`src/rtl/countdown_ctrl.sv`:
```
// Programmable down-counter sequencer with prescaled ticks, host load/start/stop and a done pulse.
// Optional auto-reload from DONE is enabled by defining COUNTDOWN_CTRL_AUTO_RELOAD_EN.
module countdown_ctrl #(
    parameter int WIDTH    = 4,
    parameter int PRESCALE = 1
) (
    input  logic             clk,
    input  logic             rst,
    input  logic             load,
    input  logic [WIDTH-1:0] load_val,
    input  logic             start,
    input  logic             stop,
    output logic [WIDTH-1:0] count,
    output logic             busy,
    output logic             done
);

    localparam int PW = (PRESCALE > 1) ? $clog2(PRESCALE) : 1;
    localparam logic [PW-1:0]    PRE_LAST = PW'(PRESCALE - 1);
    localparam logic [WIDTH-1:0] CNT_ONE  = WIDTH'(1);

    typedef enum logic [2:0] {IDLE, ARMED, RUN, PAUSE, DONE} state_t;

    state_t           state_reg, state_next;
    logic [WIDTH-1:0] count_reg, count_next;
    logic [WIDTH-1:0] reload_reg, reload_next;
    logic [PW-1:0]    pre_reg, pre_next;
    logic             done_reg, done_next;
    logic             busy_reg;
    logic             tick;

    assign tick = (pre_reg == PRE_LAST);

    always_comb begin
        state_next  = state_reg;
        count_next  = count_reg;
        reload_next = reload_reg;
        pre_next    = pre_reg;
        done_next   = 1'b0;
        case (state_reg)
            IDLE: begin
                if (load) begin
                    count_next  = load_val;
                    reload_next = load_val;
                    state_next  = ARMED;
                end
            end
            ARMED: begin
                if (load) begin
                    count_next  = load_val;
                    reload_next = load_val;
                end else if (start) begin
                    pre_next = '0;
                    if (count_reg != '0) begin
                        state_next = RUN;
                    end else begin
                        state_next = DONE;
                        done_next  = 1'b1;
                    end
                end
            end
            RUN: begin
                if (stop) begin
                    state_next = PAUSE;
                end else if (tick) begin
                    pre_next = '0;
                    // Terminal tick (or a zero count) lands at 0 rather than wrapping.
                    if (count_reg == CNT_ONE || count_reg == '0) begin
                        count_next = '0;
                        state_next = DONE;
                        done_next  = 1'b1;
                    end else begin
                        count_next = count_reg - CNT_ONE;
                    end
                end else begin
                    pre_next = pre_reg + PW'(1);
                end
            end
            PAUSE: begin
                if (load) begin
                    count_next  = load_val;
                    reload_next = load_val;
                    pre_next    = '0;
                    state_next  = ARMED;
                end else if (start && !stop) begin
                    // Prescale phase is kept so a resume continues the partial tick.
                    if (count_reg != '0) begin
                        state_next = RUN;
                    end else begin
                        state_next = DONE;
                        done_next  = 1'b1;
                    end
                end
            end
            DONE: begin
                count_next = '0;
                state_next = IDLE;
`ifdef COUNTDOWN_CTRL_AUTO_RELOAD_EN
                if (stop) begin
                    state_next = PAUSE;
                end else if (reload_reg != '0) begin
                    count_next = reload_reg;
                    pre_next   = '0;
                    state_next = RUN;
                end
`endif
            end
            default: begin
                state_next = IDLE;
            end
        endcase
    end

    always_ff @(posedge clk or negedge rst) begin
        if (!rst) begin
            state_reg  <= IDLE;
            count_reg  <= '0;
            reload_reg <= '0;
            pre_reg    <= '0;
            done_reg   <= 1'b0;
            busy_reg   <= 1'b0;
        end else begin
            state_reg  <= state_next;
            count_reg  <= count_next;
            reload_reg <= reload_next;
            pre_reg    <= pre_next;
            done_reg   <= done_next;
            busy_reg   <= (state_next == RUN);
        end
    end

    assign count = count_reg;
    assign busy  = busy_reg;
    assign done  = done_reg;

endmodule

```
`config.mk`:
```
export PLATFORM = sky130hd
export DESIGN_NAME = countdown_ctrl
export DESIGN_NICKNAME = d
export VERILOG_FILES = /design/src/rtl/countdown_ctrl.sv
export SDC_FILE = /design/constraint.sdc
export NUM_CORES = 1
export LEC_CHECK = 0
export CAP_MARGIN = 20
export CORE_AREA = 2 2 39 41
export CTS_BUF_LIST = sky130_fd_sc_hd__clkbuf_8
export DETAILED_ROUTE_END_ITERATION = 8
export DIE_AREA = 0 0 41 43
export MAX_ROUTING_LAYER = met4
export PLACE_DENSITY = 0.85
export SLEW_MARGIN = 20
export SYNTH_ARGS = -nofsm -noshare
export SYNTH_HDL_FRONTEND = slang
export SYNTH_SLANG_ARGS = --single-unit
```
`constraint.sdc`:
```
create_clock -name clk -period 3.5 [get_ports clk]
set_input_delay 0.7 -clock clk [delete_from_list [all_inputs] [get_ports clk]]
set_output_delay 0.7 -clock clk [all_outputs]
set_load 0.02 [all_outputs]
```
* After elaboration in Yosys (flattened, before gate mapping) *
Index checks and enable logic that the tools add are counted.

operators by class
  equality and inequality tests = 12
  $add $sub $neg = 2
  mux-type cells = 30
  reductions and logical operators = 11

operator list
  kind                                                   number
  two-way mux 3 bit                                      9
  two-way mux 4 bit                                      4
  two-way mux 1 bit                                      13
  case mux 3 bit (4 select lines)                        1
  case mux 4 bit (3 select lines)                        1
  inequality test 2 bit, second input constant           5
  equality test 3 x 2 -> 1 bit, second input constant    3
  case mux 1 bit (3 select lines)                        2
  nonzero test 3 bit                                     2
  AND reduction 5 bit                                    1
  equality test 4 x 1 -> 1 bit, second input constant    1
  zero test 4 bit                                        1
  AND reduction 4 bit                                    1
  nonzero test 4 bit                                     1
  subtractor 4 x 1 -> 4 bit, second input constant       1
  equality test 3 x 1 -> 1 bit, second input constant    1
  equality test 3 bit, second input constant             1
  zero test 3 bit                                        1
  OR reduction 3 bit                                     1
  inequality test 2 x 1 -> 1 bit, second input constant  1
  adder 1 bit, second input constant                     1
  logical AND 1 bit                                      1
  zero test 1 bit                                        1
  logical OR 1 bit                                       1

word-level totals
  input bits = 9
  output and inout bits = 6
  logic and storage cells = 60
  bits in registers = 10

* Depth between registers and ports, before layout *
Gate-level depths: netlist of run 1.

  word-level depth = 7
  mapped depth = 6
  depth with buffers taken out = 6

* Worst setup path after synthesis of run 1 *
No wires, ideal clock.

  path type = register -> register
  from = reg count_reg[0], in the netlist count[0]
  to = reg busy_reg, in the netlist busy
  slack = 1793 ps
  arrival time = 1612 ps
  path buffers = 0
  period minus slack after synthesis = 1707 ps
  stages on the path, launching flop included = 7
  library setup time = 95 ps
  required time = 3405 ps
  cells stage by stage = dfrtp_1 -> inv_1 -> ha_1 -> or2_1 -> and3b_1 -> o22a_2 -> nor4b_2

between the ends
  word-level cells in the longest chain between the ends = 7
  elaborated cells on any way between the ends = 14
  those cells by class = eq/ne: 2; mux: 9; reduce/logical: 3

ends and longest elaborated chain
  item                                                             RTL line  text
  start, declared                                                  25        logic [WIDTH-1:0] count_reg, count_next;
  start signal, assigned                                           124       count_reg <= count_next;
  equality test 4 x 1 -> 1 bit or zero test 4 bit (tied branches)  68        if (count_reg == CNT_ONE || count_reg == '0) begin
  logical OR 1 bit                                                 68
  two-way mux 3 bit                                                68
  two-way mux 3 bit                                                65        end else if (tick) begin
  two-way mux 3 bit                                                63        if (stop) begin
  case mux 3 bit (4 select lines) *                                40        case (state_reg)
  equality test 3 x 2 -> 1 bit *                                   128       busy_reg <= (state_next == RUN);
  end signal, assigned                                             128
  end, declared                                                    29        logic busy_reg;

Mark *: on every way between the ends. The rest lies on a longest branch, timed or not.
A chain may end at the register's enable or synchronous reset.

* Final worst setup path of run 1 *
  from = reg count_reg[2], in the netlist count[2]
  to = out count[2]

RTL lines
  item           RTL line  text
  end, declared  13        output logic [WIDTH-1:0] count,

No word-level cell between the ends.

==> run summary, run 1 <==
status: completed
area grow syn2layout: 33.0%
largest stage delay on the critical path: 630 ps
via count: 509
die area: 1760 sq um
hold buffers post-CTS: 0
Setup crit start: count[2]
nets: 89
dominant synthesized flop cell: dfrtp_1
Distinct cells, synth: 30
Mapped Cells: 59
clock skew: 4.26 ps
Via density: 5.53
DR DRC count: 0
metal3 WL: 66 microns
Hold WS: 600 ps
sequential fraction of the synthesis area: 38.3%
CP max-delay cell: clkdlybuf4s50_1
unrepaired setup endpoints after global routing: false
final slew viol count: 0
CP Data Required Time: 2800 ps
slew margin rel.: 71.6%
flop2flop setup slack: 1790 ps
Synth Area per Inst: 9.97 sq um
Critical Path End: count[2]
total track usage: 18.3%
Chip Width: 41 microns
warnings from Yosys: 0
CTS tree: yes
First-pass DRT Iterations: 4
DP Area: 737 sq um
core area: 1380 sq um
FFs w/ async S/R, synth: 100%
Synth area leaders: dfrtp_1 38%, ha_1 6.4%, a22o_1 6.0%
layout cells sized above 1: 13.2%
Multi-input gate area: 333 sq um
setup ws final: 1520 ps
detailed placer's ending HPWL: 986 microns
Worst VDD drop: 445 uV
post-synth top area share: 38.3%
Final Hold Viols: 0
cts bufs inserted: 3
gpl congestion: 0.835
Setup CP Type: flip-flop to output port
H-tree depth: 1
register area: 225 sq um
CP Cell Sequence: clkdlybuf4s50_1
worst flop-to-flop path startpoint: count[0]
worst slew pin tran: 424 ps
met2 wire length: 641 microns
Post-synth EDFFs: 0
met1 WL: 557 microns
number of cells on the critical path: 1
worst min-delay path class: flip-flop to flip-flop
Hold Crit Depth: 1
Final setup viols: 0
Rows: 14
worst path bufs/invs: 1
Setup crit end kind: output port
CP arrival: 1280 ps
fill count: 122
Design Area, Final: 782 sq um
Synth area leader: dfrtp_1
PortBufs: 14
CP Launch Type: flip-flop
Post-Place Setup Slack: 1350 ps
commonest non-fill, non-tap cell in the layout: clkdlybuf4s50_1
Total Routed Length: 1280 microns
io pins: 15
R2R Path End: busy
Tcrit/Tclk final: 56.5%
Power Dens Cells: 801 nW/um^2
antenna-violating nets left: 0
clock sink count: 9
global route overflow: 0
Syn Nets: 71
commonest cells after routing, fill and taps aside: 14 x clkdlybuf4s50_1, 9 x dfrtp_1, 6 x inv_1, 5 x nand2_1, 5 x nor2_1
# Post-CTS Setup Buffers: 0
top sig layer: met4
min Tclk post-route: 1980 ps
Largest register FFs: 4
Synth Cell Area: 588 sq um
global-route wire length before repair: 2110 microns
Initial Util: 42.5%
TNS Setup: 0 ps
initial drt markers: 7
LEAKAGE: 0.364 nW
Max Clk Rate: 0.505 GHz
maximum clock path buffer count: 2
post-CTS resize count: 0
cell family with most CP delay: buffers and inverters
R2R depth: 6
Synth Register Bits: 9
largest net degree at the start of global routing: 10
CTS clk-pin slew, worst paths: 40 ps
height of the chip: 43 microns
clock latency on the worst-skew pair: 230 ps
Antenna Cells: 0
vias in the first global route: 530
DR WL/cell: 13.9 microns
critical path peak fanout: 6
Clock Tree Root: clkbuf_8
initial antenna violation count: 0
total of max-cap violations: 0
stage by stage:
stage,util [%],instances,total power [mW]
floorplan,-,59,0.398
global route,56.5,92,0.673
detailed placement,53.3,88,0.508
finish,56.5,92,0.626
global placement,53.3,88,0.500
CTS,56.5,92,0.631
power breakdown:
group | switching, mW | internal, mW
sequential | 0.0482 | 0.143
combinational | 0.160 | 0.156
clock | 0.0427 | 0.0765
total | 0.251 | 0.375
final cells by class:
cell class | count | area share, %
multi-input cells | 44 | 42.6
flip-flops and latches | 9 | 28.8
repair buffers | 14 | 17.9
clock buffers | 3 | 5.28
well taps | 16 | 2.56
inverters | 5 | 2.40
clock inverters | 1 | 0.480
cell families after synthesis:
family                     Yosys count  synth area share, %
buffers and inverters                6                 5.11
DFF                                  9                 38.3
muxes                                2                 4.25
AOI/OAI and AO/OA                   15                 21.9
and+or+nand+nor                     24                 24.0
adders and majority gates            3                 6.38
cell usage after synthesis (2+ instances only):
cell type and instances:
a211o_1 2, nand2_1 5, nand2b_1 2, inv_1 5, a22oi_1 2, nor2_1 5, ha_1 3, dfrtp_1 9
a21oi_1 2, a22o_1 4
metal layers:
layer / up-vias / track usage (%)
met4: 0 / 8.00
met5: - / -
met3: 2 / 4.71
met1: 247 / 21.0
li1: 247 / -
met2: 13 / 28.7
worst min-delay path by stage:
stage	start	end	slack, ps
floorplan	rst	busy	400
global placement	count[1]	count[1]	580
detailed placement	count[3]	count[3]	590
CTS	count[3]	count[3]	600
global route	count[1]	count[1]	630
finish	count[3]	count[3]	600
Power figures use the tool's default switching activity.
==> inputs of run 2 (changes only) <==
- clock period: 3.5 -> 1.89 ns (I/O delays scaled with it)
==> results of run 2 <==
The final DEF is identical to that of run 1. Status: completed.
Among the figures that moved: setup slack after placement 1350 ps -> 62.4 ps; clock-pin slew on the worst setup and hold paths 40 ps -> 50 ps; setup slack after layout 1520 ps -> 182 ps; hold slack 600 ps -> 448 ps; start point of the critical path count[2] -> count[0]; end point of the critical path count[2] -> busy; register-to-register setup slack 1790 ps -> 180 ps; total power 0.626 mW -> 1.16 mW; worst IR drop on VDD 445 uV -> 825 uV
